**src/rtl/mem_master_pkg.sv**
```systemverilog
// Shared types and constants for the memory initiator.
package mem_master_pkg;

    localparam int unsigned XLEN_DEF     = 32;
    localparam int unsigned ADDR_LEN_DEF = 10;

    localparam logic [1:0] SZ_BYTE = 2'b00;
    localparam logic [1:0] SZ_HALF = 2'b01;
    localparam logic [1:0] SZ_WORD = 2'b10;

    typedef enum logic [2:0] {
        IDLE,
        READ,
        WRITE,
        RMW_RD,
        RMW_WR,
        RESP
    } state_e;

    // Size 2'b11 behaves as a word access.
    function automatic logic is_misaligned(input logic [1:0] size, input logic [1:0] addr_lo);
        logic mis;
        case (size)
            SZ_BYTE: mis = 1'b0;
            SZ_HALF: mis = addr_lo[0];
            default: mis = (addr_lo != 2'b00);
        endcase
        return mis;
    endfunction

endpackage

```
**src/rtl/mem_lane_align.sv**
```systemverilog
// Byte-lane extraction/extension for loads and lane merge for sub-word stores.
module mem_lane_align
    import mem_master_pkg::*;
#(
    parameter int unsigned XLEN = XLEN_DEF
) (
    input  logic [1:0]      addr_lo_i,
    input  logic [1:0]      size_i,
    input  logic            unsigned_i,
    input  logic [XLEN-1:0] rdata_i,
    input  logic [XLEN-1:0] wdata_i,
    output logic [XLEN-1:0] load_data_o,
    output logic [XLEN-1:0] merged_o
);

    logic [4:0]      shamt;
    logic [XLEN-1:0] shifted;
    logic [XLEN-1:0] lane_mask;
    logic [XLEN-1:0] lane_data;

    // Shift the addressed lane down for loads, and the store lane up into place for merges.
    always_comb begin
        shamt     = {addr_lo_i, 3'b000};
        shifted   = rdata_i >> shamt;
        lane_data = wdata_i << shamt;
        case (size_i)
            SZ_BYTE: begin
                load_data_o = {{(XLEN-8){~unsigned_i & shifted[7]}}, shifted[7:0]};
                lane_mask   = {{(XLEN-8){1'b0}}, 8'hFF} << shamt;
            end
            SZ_HALF: begin
                load_data_o = {{(XLEN-16){~unsigned_i & shifted[15]}}, shifted[15:0]};
                lane_mask   = {{(XLEN-16){1'b0}}, 16'hFFFF} << shamt;
            end
            default: begin
                // Word accesses are always aligned here, so shamt is zero.
                load_data_o = shifted;
                lane_mask   = '1;
            end
        endcase
        merged_o = (rdata_i & ~lane_mask) | (lane_data & lane_mask);
    end

endmodule

```
**src/rtl/mem_master.sv**
```systemverilog
// Core-side initiator for the single-port synchronous memory macro.
module mem_master
    import mem_master_pkg::*;
#(
    parameter int unsigned XLEN     = XLEN_DEF,
    parameter int unsigned ADDR_LEN = ADDR_LEN_DEF
) (
    input  logic                clk,
    input  logic                rst,
    input  logic                req_valid,
    output logic                req_ready,
    input  logic                req_we,
    input  logic [1:0]          req_size,
    input  logic                req_unsigned,
    input  logic [XLEN-1:0]     req_addr,
    input  logic [XLEN-1:0]     req_wdata,
    output logic                resp_valid,
    output logic [XLEN-1:0]     resp_rdata,
    output logic                resp_err,
    output logic                mem_cs_n,
    output logic                mem_we_n,
    output logic [ADDR_LEN-1:0] mem_addr,
    output logic [XLEN-1:0]     mem_wdata,
    input  logic [XLEN-1:0]     mem_rdata
);

    state_e state_q, state_d;

    // Holding registers for the accepted request.
    logic [1:0]      size_q, size_d;
    logic            uns_q, uns_d;
    logic [1:0]      addr_lo_q, addr_lo_d;
    logic [XLEN-1:0] wdata_q, wdata_d;

    logic                mem_cs_n_q, mem_cs_n_d;
    logic                mem_we_n_q, mem_we_n_d;
    logic [ADDR_LEN-1:0] mem_addr_q, mem_addr_d;
    logic [XLEN-1:0]     mem_wdata_q, mem_wdata_d;
    logic                resp_valid_q, resp_valid_d;
    logic [XLEN-1:0]     resp_rdata_q, resp_rdata_d;
    logic                resp_err_q, resp_err_d;

    logic [XLEN-1:0] load_data;
    logic [XLEN-1:0] merged;

    // Address bits above the memory span wrap and are deliberately dropped.
    logic unused_addr_hi;
    assign unused_addr_hi = ^req_addr[XLEN-1:ADDR_LEN+2];

    mem_lane_align #(
        .XLEN (XLEN)
    ) u_lane_align (
        .addr_lo_i   (addr_lo_q),
        .size_i      (size_q),
        .unsigned_i  (uns_q),
        .rdata_i     (mem_rdata),
        .wdata_i     (wdata_q),
        .load_data_o (load_data),
        .merged_o    (merged)
    );

    // Next-state logic; memory and response outputs are computed one cycle ahead and registered.
    always_comb begin
        state_d      = state_q;
        size_d       = size_q;
        uns_d        = uns_q;
        addr_lo_d    = addr_lo_q;
        wdata_d      = wdata_q;
        mem_cs_n_d   = 1'b1;
        mem_we_n_d   = 1'b1;
        mem_addr_d   = mem_addr_q;
        mem_wdata_d  = mem_wdata_q;
        resp_valid_d = 1'b0;
        resp_rdata_d = '0;
        resp_err_d   = 1'b0;

        case (state_q)
            IDLE: begin
                if (req_valid) begin
                    size_d    = req_size;
                    uns_d     = req_unsigned;
                    addr_lo_d = req_addr[1:0];
                    wdata_d   = req_wdata;
                    if (is_misaligned(req_size, req_addr[1:0])) begin
                        state_d      = RESP;
                        resp_valid_d = 1'b1;
                        resp_err_d   = 1'b1;
                    end else begin
                        mem_cs_n_d = 1'b0;
                        mem_addr_d = req_addr[ADDR_LEN+1:2];
                        if (!req_we) begin
                            state_d = READ;
                        end else if (req_size == SZ_BYTE || req_size == SZ_HALF) begin
                            state_d = RMW_RD;
                        end else begin
                            state_d     = WRITE;
                            mem_we_n_d  = 1'b0;
                            mem_wdata_d = req_wdata;
                        end
                    end
                end
            end
            READ: begin
                state_d      = RESP;
                resp_valid_d = 1'b1;
                resp_rdata_d = load_data;
            end
            WRITE: begin
                state_d      = RESP;
                resp_valid_d = 1'b1;
            end
            RMW_RD: begin
                state_d     = RMW_WR;
                mem_cs_n_d  = 1'b0;
                mem_we_n_d  = 1'b0;
                mem_wdata_d = merged;
            end
            RMW_WR: begin
                state_d      = RESP;
                resp_valid_d = 1'b1;
            end
            RESP: begin
                state_d = IDLE;
            end
            default: begin
                state_d = IDLE;
            end
        endcase
    end

    // State and output registers with asynchronous reset.
    always_ff @(posedge clk or posedge rst) begin
        if (rst) begin
            state_q      <= IDLE;
            size_q       <= SZ_WORD;
            uns_q        <= 1'b0;
            addr_lo_q    <= 2'b00;
            wdata_q      <= '0;
            mem_cs_n_q   <= 1'b1;
            mem_we_n_q   <= 1'b1;
            mem_addr_q   <= '0;
            mem_wdata_q  <= '0;
            resp_valid_q <= 1'b0;
            resp_rdata_q <= '0;
            resp_err_q   <= 1'b0;
        end else begin
            state_q      <= state_d;
            size_q       <= size_d;
            uns_q        <= uns_d;
            addr_lo_q    <= addr_lo_d;
            wdata_q      <= wdata_d;
            mem_cs_n_q   <= mem_cs_n_d;
            mem_we_n_q   <= mem_we_n_d;
            mem_addr_q   <= mem_addr_d;
            mem_wdata_q  <= mem_wdata_d;
            resp_valid_q <= resp_valid_d;
            resp_rdata_q <= resp_rdata_d;
            resp_err_q   <= resp_err_d;
        end
    end

    assign req_ready  = (state_q == IDLE);
    assign mem_cs_n   = mem_cs_n_q;
    assign mem_we_n   = mem_we_n_q;
    assign mem_addr   = mem_addr_q;
    assign mem_wdata  = mem_wdata_q;
    assign resp_valid = resp_valid_q;
    assign resp_rdata = resp_rdata_q;
    assign resp_err   = resp_err_q;

endmodule

```
**config.mk**
```make
export PLATFORM = sky130hd
export DESIGN_NAME = mem_master
export DESIGN_NICKNAME = d
export VERILOG_FILES = /design/src/rtl/mem_master_pkg.sv /design/src/rtl/mem_lane_align.sv /design/src/rtl/mem_master.sv
export SDC_FILE = /design/constraint.sdc
export NUM_CORES = 1
export LEC_CHECK = 0
export ABC_AREA = 1
export CAP_MARGIN = 20
export CORE_MARGIN = 2
export CORE_UTILIZATION = 48
export CTS_CLUSTER_DIAMETER = 80
export DETAILED_ROUTE_END_ITERATION = 12
export PLACE_DENSITY_LB_ADDON = 0.3
export SETUP_SLACK_MARGIN = 0.4
export SYNTH_ARGS = -nofsm -noshare
export SYNTH_HDL_FRONTEND = slang
export SYNTH_SLANG_ARGS = --single-unit
```
**constraint.sdc**
```tcl
create_clock -name clk -period 4.5 [get_ports clk]
set_input_delay 0.9 -clock clk [delete_from_list [all_inputs] [get_ports clk]]
set_output_delay 0.9 -clock clk [all_outputs]
set_load 0.01 [all_outputs]
```
* Word-level counts from Yosys, hierarchy flattened
Index checks and enable logic that the tools add are counted.
W data, S select, Z words.
** Cells by class
- Equal/unequal tests :: 10
- Shifts and indexed selects :: 4
- Muxes and demuxes :: 27
- Bitwise operators :: 8
- Reduce and logical (&&, ||, !) cells :: 10
** Operator list (count)
- $pmux W32 S2 :: 3
- $mux W32 :: 5
- $and A32 B32 Y32 :: 2
- $not A32 Y32 :: 1
- $or A32 B32 Y32 :: 1
- $shl A16 B5 Y32 const A :: 1
- $shl A32 B5 Y32 :: 1
- $shl A8 B5 Y32 const A :: 1
- $shr A32 B5 Y32 :: 1
- $mux W1 :: 11
- $pmux W3 S3 :: 1
- $pmux W1 S2 :: 4
- $eq A3 B2 Y1 const B :: 2
- $mux W3 :: 2
- $ne A2 B2 Y1 const B :: 3
- $reduce_and A5 Y1 :: 1
- $eq A2 B1 Y1 const B :: 2
- $logic_not A2 Y1 :: 2
- $reduce_bool A2 Y1 :: 2
- $eq A3 B1 Y1 const B :: 1
- $eq A3 B3 Y1 const B :: 1
- $logic_not A3 Y1 :: 1
- $reduce_and A3 Y1 :: 1
- $reduce_or A3 Y1 :: 1
- 6 further kinds :: 8
** Word-level totals
- Bits in registers :: 118
- Input bits :: 103
- Output and inout port bits :: 79
- Logic and storage cells :: 71

* Depth between registers and ports, before layout
Gate-level depths: netlist of the first run.
- Word-level depth :: 7
- Depth in mapped cells :: 11
- Gate-level depth less buffers :: 10

* Cells and area by module
A second synthesis of the first run with hierarchy kept.
** Second synthesis, totals
- Cell total of the unflattened synthesis :: 991
- Area total of the unflattened synthesis :: 7005.5 sq um
** Modules (own cells, without submodules)
- mem_master :: times used 1, cells each 595, area an instance 5052.3 sq um
- mem_lane_align :: times used 1, cells each 396, area an instance 1953.1 sq um

* Worst setup path before layout of the first run
No wires, ideal clock.
- Path kind :: input to register
- Start point :: input req_addr[1]
- End point :: register mem_addr_q[0] (netlist: mem_addr[0])
- Setup time :: 117 ps
- Data arrival time :: 1674 ps
- Data required time :: 4383 ps
- Setup slack :: 2709 ps
- Cell stages on the path :: 7
- Path buffers :: 1
- Cells stage by stage :: nor2_1 -> inv_1 -> a22oi_1 -> nand2_1 -> clkbuf_1 -> nand2_1 -> nand2_1
** Between the ends
- Longest elaborated chain between the ends :: 6
** Ends and longest elaborated chain
- from (decl) :: line mem_master.sv:15 : input logic [XLEN-1:0] req_addr,
- $reduce_bool A2 Y1 :: line mem_master_pkg.sv:26 : default: mis = (addr_lo != 2'b00);
- $pmux W1 S2 :: line mem_master_pkg.sv:23 : case (size)
- $mux W1 :: line mem_master.sv:79 : if (req_valid) begin
- $mux W1 :: line mem_master.sv:77 : case (state_q)
- $not A1 Y1 (no source line)
- $reduce_and A3 Y1 (no source line)
- to (signal assigned) :: line mem_master.sv:154 : mem_addr_q <= mem_addr_d;
- to (decl) :: line mem_master.sv:37 : logic [ADDR_LEN-1:0] mem_addr_q, mem_addr_d;
No other way between the ends. The select of a mux whose other input is x is not followed.
A chain may end at the register's enable or synchronous reset.

* Final worst setup path of the first run
- Start point :: register addr_lo_q[1]
- End point :: register mem_wdata_q[22] (netlist: mem_wdata[22])
** Between the ends
- Longest elaborated chain between the ends :: 6
- Elaborated cells between the ends (all ways) :: 9
- Classes of those cells :: 3 x shift; 2 x mux; 4 x bitwise
** Ends and longest elaborated chain
- from (decl) :: line mem_master.sv:32 : logic [1:0] addr_lo_q, addr_lo_d;
- from (signal assigned) :: line mem_master.sv:150 : addr_lo_q <= addr_lo_d;
- $shl A16 B5 Y32 or $shl A8 B5 Y32 (tied branches) :: line mem_lane_align.sv:33, mem_lane_align.sv:29
- $pmux W32 S2 :: line mem_lane_align.sv:26 : case (size_i)
- $not A32 Y32 :: line mem_lane_align.sv:41 : merged_o = (rdata_i & ~lane_mask) | (lane_data & lane_mask);
- $and A32 B32 Y32 :: line mem_lane_align.sv:41
- $or A32 B32 Y32 (*) :: line mem_lane_align.sv:41
- $pmux W32 S2 (*) :: line mem_master.sv:77
- to (signal assigned) :: line mem_master.sv:155 : mem_wdata_q <= mem_wdata_d;
- to (decl) :: line mem_master.sv:38 : logic [XLEN-1:0] mem_wdata_q, mem_wdata_d;
Mark *: on every way between the ends. The rest lies on a longest branch, timed or not.

==> run summary, run 1 <==
Proportion of layout cells with a drive suffix above 1 - 6.43%
Clock Sinks - 118
Nets - 1,070
Global-route wire length before repair - 30.4 mm
Max frequency - 0.365 GHz
Critical path data arrival time - 3.03 ns
Power per cell area - 716 nW/um^2
Max cap viols - 0
Antenna cells - 0
Final setup fails - 0
Max incr delay on CP - 0.66 ns
Final HPWL DP - 13.0 mm
Synth Area in Compound Gates - 13.1%
Die width - 118 um
DRC Markers - 0
Pin count of the biggest net entering global routing - 74
Postcts setup bufs - 0
Worst min path class - flop to flop
Final Hold Vio Count - 0
Synth Cell Area - 6230 um^2
Initial antenna violation count - 0
CTS root buf - clkbuf_16
Syn Area/Cell - 7.50 um^2
Crit Path Max Fanout - 53
Yosys top cell area share - 46.2%
RSZ-0062 raised after global routing - false
I/O pin total - 182
Hold_buf cts - 0
Largest family of logic cells by synthesized area - simple AND/OR/NAND/NOR gates
Post-synth EDFFs - 0
Tot GR Track Use - 27.9%
Slew HR - 32.8%
Max Slew Vio Count - 0
Adder-Cell Fraction of Synth Area - 0%
Most frequent cells in the layout - nand2_1 (303), clkdlybuf4s50_1 (161), dfrtp_1 (114)
Commonest non-fill, non-tap cell in the layout - nand2_1
Largest cells by area after synthesis - dfrtp_1 (46%), nand2_1 (18%), nand3_1 (6.7%)
Critical Path Most Common Cell - nand3_1
CTS Buffer Depth - 2
Synth Register Bits - 118
Mux share of post-synthesis cell area - 0%
Vias in the first global route - 5,810
Post-Synthesis Cells - 831
Worst IR Drop VDD - 328 uV
Simple-gate area share of the yosys netlist - 31.6%
Antenna-violating nets left - 0
Initial Util - 49.2%
IO Port Bufs - 161
CTS tree - done
H-tree level count - 4
Placeable core region - 12,700 um^2
Clk_skew - 0.00770 ns
Via count - 6,154
Final WL - 18.4 mm
Register area share after synthesis - 47.4%
Total gr overflow - 0
Worst-path clk slew - 0.05 ns
Crit end category - flop
Synth Area in XOR/XNOR - 0%
Least-Margin Pin Slew - 1.01 ns
Overall power - 6020 uW
Primary FF master, synth - dfrtp_1
Routed vias/inst - 5.34
Setup TNS - 0 ns
Pre-Repair DR Iteration Count - 5
Tmin final - 2.74 ns
Full die area - 13,900 um^2
CP max stage cell - inv_2
Post-route clock period utilization - 60.8%
Mapped Nets - 934
Ys async rst share - 100%
Worst EP required - 4.79 ns
Crit path launch type - flop
Status - complete, no violations
Clk_lat worst skew - 0.42 ns
Post_cts resized - 0
Total CTS buffers - 17
P_leak - 0.00399 uW
Placed Instances - 1,120
GPL Wtd Cong - 0.950
Largest area contributor in the netlist - dfrtp_1
Kind of critical path - flop to flop
P&R area growth vs syn - 35.0%
Unique cell type count in the Yosys netlist - 35
Syn. warnings - 0
Initial DRC count - 751
Die height - 118 um
Worst path cell trace - buf_4 -> inv_2 -> nand4_1 -> nand3_1 -> nand2_1 -> nand3_1 -> a21oi_1
Non-filler cells, final - 1,152
Routed WL per cell - 16.0 um
Row cnt - 41
==> final timing paths <==
| path | endpoint | cells after the start | slack (ns) | start |
|---|---|---|---|---|
| setup / recovery | mem_wdata[22]$_DFFE_PP0P_ | 7 | 1.76 | addr_lo_q[1]$_DFFE_PP0P_ |
| hold / removal | mem_addr[3]$_DFFE_PP0P_ | 2 | 0.47 | mem_addr[3]$_DFFE_PP0P_ |
| setup reg to reg | mem_wdata[22]$_DFFE_PP0P_ | 7 | 1.76 | addr_lo_q[1]$_DFFE_PP0P_ |
| hold reg to reg | mem_addr[3]$_DFFE_PP0P_ | 2 | 0.47 | mem_addr[3]$_DFFE_PP0P_ |
| max in group asynchronous | mem_cs_n$_DFF_PP1_ | 3 | 2.72 | rst |
| min in group asynchronous | resp_rdata[26]$_DFF_PP0_ | 2 | 0.97 | rst |
==> critical path: cells and delay by family (launching register included) <==
kind	cells	cell delay, ns
AOI/OAI and AO/OA	1	0.09
buffers and inverters	2	0.94
DFF	1	0.35
and+or+nand+nor	4	1.19
==> cells in the mapped netlist, types with 2 or more instances <==
cell type and n:
inv_1 55, a31oi_1 7, o21ai_0 46, o21ai_1 3, clkbuf_1 24, nand3_1 84, o31ai_1 7, buf_1 4
buf_6 2, dfrtp_1 115, nor2_1 33, a21oi_1 67, dfstp_2 3, buf_2 21, o211ai_1 7, nand2_1 303
o221ai_1 6, inv_2 7, nor2_4 11, nand3_4 2, nor3_1 2, nand4_1 9
==> registers in the layout, summed over array words and instances, names as in the netlist <==
name	cells
resp_err	1
mem_cs_n	1
resp_rdata	32
wdata_q	32
mem_wdata	32
mem_addr	10
resp_valid	1
uns_q	1
mem_we_n	1
addr_lo_q	2
size_q	2
state_q	3
==> routing by layer <==
| metal | GRT usage [%] | part of all wire [%] |
|---|---|---|
| met1 | 40.3 | 44 |
| met2 | 41.1 | 44 |
| met3 | 6.30 | 9.1 |
| met4 | 10.4 | 2.2 |
| met5 | 0 | 0 |
==> through the flow <==
| stage | cell area (um^2) | setup WS [ns] | util [%] | hold WS [ns] |
|---|---|---|---|---|
| 5_1_grt | 8410 | 1.51 | 66.4 | 0.491 |
| 3_3_place_gp | 7870 | 1.33 | 62.1 | 0.455 |
| 6_report | 8410 | 1.76 | 66.4 | 0.466 |
| 4_1_cts | 8410 | 1.77 | 66.4 | 0.471 |
| 3_5_place_dp | 7870 | 1.32 | 62.1 | 0.458 |
| 2_1_floorplan | 6230 | 0.476 | - | 0.442 |
==> area by class of cell <==
type	count	area (um^2)
clock buffer	27	493
clock inverter	5	50.0
fill	1140	4260
inverter	63	239
multi-input combinational	598	2790
sequential	118	2960
tap	172	215
timing repair buffer	169	1670
==> logic make-up after synthesis <==
| kind of cell | after synthesis |
|---|---|
| flops | 118 |
| buf+inv | 115 |
| compound gates | 147 |
| simple gates | 451 |
==> where the power goes <==
group	internal (uW)	switching, uW
combinational	1200	1740
sequential	1550	286
clock	798	448
total	3550	2470
Note: power is estimated with default switching activity, not from simulation.
==> run 2, diff against run 1 <==
Clock period 4.5 ns to 2.6 ns, I/O delays scaled along.
==> run 2 against run 1 <==
Combinational power is 77% higher. Power rose by 77%. Clock skew increased by 0.0043 ns. Critical path depth fell by 6. Via count up 2.9%. Hold slack worse by 0.11 ns. First-iteration DRC count shrank 11%. Setup slack worse by 1.1 ns. Non-clock buffer count rose by 9. Critical path type is now flop to output port. Largest power group unchanged. Highest routed layer unchanged.
==> run summary, run 2 (synthesis gave the netlist of run 1 again) <==
Max cap viols - 0
Initial Util - 49.2%
CP max stage cell - dfstp_2
Critical path data arrival time - 1.46 ns
Power per cell area - 1250 nW/um^2
CTS Buffer Depth - 2
Total gr overflow - 0
Pin count of the biggest net entering global routing - 70
Final setup fails - 0
Final HPWL DP - 13.3 mm
P_leak - 0.00406 uW
WHS - 0.360 ns
Logic gate share of total power - 48.7%
Proportion of layout cells with a drive suffix above 1 - 7.99%
DRC Markers - 0
Design area - 8550 um^2
Final Hold Vio Count - 0
Clk_skew - 0.0120 ns
Crit path launch type - flop
H-tree level count - 4
Pre-Repair DR Iteration Count - 6
Sequential Power Share - 29.9%
Via count - 6,335
Clk_lat worst skew - 0.42 ns
Worst min path class - primary input to asynchronous set/reset pin
CTS root buf - clkbuf_16
Tmin final - 1.98 ns
GPL Wtd Cong - 0.973
Max incr delay on CP - 0.52 ns
Initial DRC count - 670
Crit end category - output port
I/O pin total - 182
Die width - 118 um
Final WL - 18.7 mm
Most frequent cells in the layout - nand2_1 (301), clkdlybuf4s50_1 (160), dfrtp_1 (114)
Clock Sinks - 118
Routed vias/inst - 5.46
P&R area growth vs syn - 37.2%
Setup TNS - 0 ns
Crit-path leading delay family - flip-flops
Worst EP required - 2.08 ns
Multi-input gate area - 2800 um^2
Util after Layout - 67.5%
Total CTS buffers - 17
Max Slew Vio Count - 0
Nets - 1,079
Post-route clock period utilization - 76.0%
Worst-path clk slew - 0.05 ns
Tot GR Track Use - 27.4%
Kind of critical path - flop to output port
Row cnt - 41
Clk pwr share - 21.4%
CTS tree - done
Full die area - 13,900 um^2
Commonest non-fill, non-tap cell in the layout - nand2_1
Storage cell area - 2960 um^2
Antenna cells - 0
Placeable core region - 12,700 um^2
IO Port Bufs - 161
Crit Path Max Fanout - 1
Slew HR - 52.2%
Max frequency - 0.506 GHz
Worst path cell trace - clkdlybuf4s50_1
Fill cell count - 1,066
Initial antenna violation count - 0
Switching share of power - 40.9%
RSZ-0062 raised after global routing - false
CP Buf/Inv Count - 1
Internal - 6300 uW
Worst IR Drop VDD - 607 uV
Non-filler cells, final - 1,161
Die height - 118 um
Antenna-violating nets left - 0
Routed WL per cell - 16.1 um
Vias in the first global route - 5,765
Least-Margin Pin Slew - 0.716 ns
Placed Instances - 1,128
Global-route wire length before repair - 30.1 mm
Status - complete, no violations
Placement Cell Area - 7960 um^2
Sw Pwr - 4360 uW
==> run 2: what timing repair did <==
action / 4_1_cts / 5_1_grt
buffers inserted: 1 / 0
gates resized for setup: 3 / 3
pin swaps: 0 / 0
cloned: 0 / 0
hold buffers: 0 / 0
setup endpoints to repair: 1 / 15
==> run 2: area by class of cell <==
cell class / instances / share of cell area [%]
sequential: 118 / 34.6
multi-input combinational: 598 / 32.7
timing repair buffer: 178 / 20.6
clock buffer: 23 / 5.59
inverter: 63 / 2.84
tap: 172 / 2.52
clock inverter: 9 / 1.17
==> run 2: routing by layer <==
layer | vias up | share of wire [%] | routed length (um) | global-route usage (%)
met5 | - | 0 | 0 | 0
met4 | 0 | 2.5 | 460 | 10.2
met3 | 35 | 8.7 | 1620 | 6.15
met2 | 325 | 44 | 8240 | 40.2
met1 | 2983 | 45 | 8360 | 39.6
li1 | 2992 | - | - | -
==> run 2: final timing paths <==
| check | slack, ns | cells past startpoint | start | to |
|---|---|---|---|---|
| worst max register to register | 0.64 | 10 | size_q[1]$_DFFE_PP1P_ | mem_wdata[15]$_DFFE_PP0P_ |
| min in group clk | 0.47 | 2 | mem_addr[4]$_DFFE_PP0P_ | mem_addr[4]$_DFFE_PP0P_ |
| worst min-delay path | 0.36 | 2 | rst | resp_rdata[25]$_DFF_PP0_ |
| max in group asynchronous | 1.64 | 3 | rst | mem_cs_n$_DFF_PP1_ |
| worst max-delay path | 0.62 | 1 | mem_we_n$_DFF_PP1_ | mem_we_n |
| worst min register to register | 0.47 | 2 | mem_addr[4]$_DFFE_PP0P_ | mem_addr[4]$_DFFE_PP0P_ |
==> run 2: through the flow <==
step | worst slack, ns | total power, uW
after floorplan | 0.641 | 6350
after global placement | 0.508 | 8190
after detailed placement | 0.493 | 8290
after CTS | 0.473 | 10600
after global routing | 0.523 | 11400
final | 0.625 | 10700
==> run 2: power groups by stage <==
stage | sequential, uW | clock [uW] | combinational, uW
2_1_floorplan | 3350 | 0 | 3000
3_3_place_gp | 3180 | 0 | 5010
3_5_place_dp | 3180 | 0 | 5110
4_1_cts | 3170 | 2300 | 5140
5_1_grt | 3280 | 2390 | 5730
6_report | 3180 | 2290 | 5190
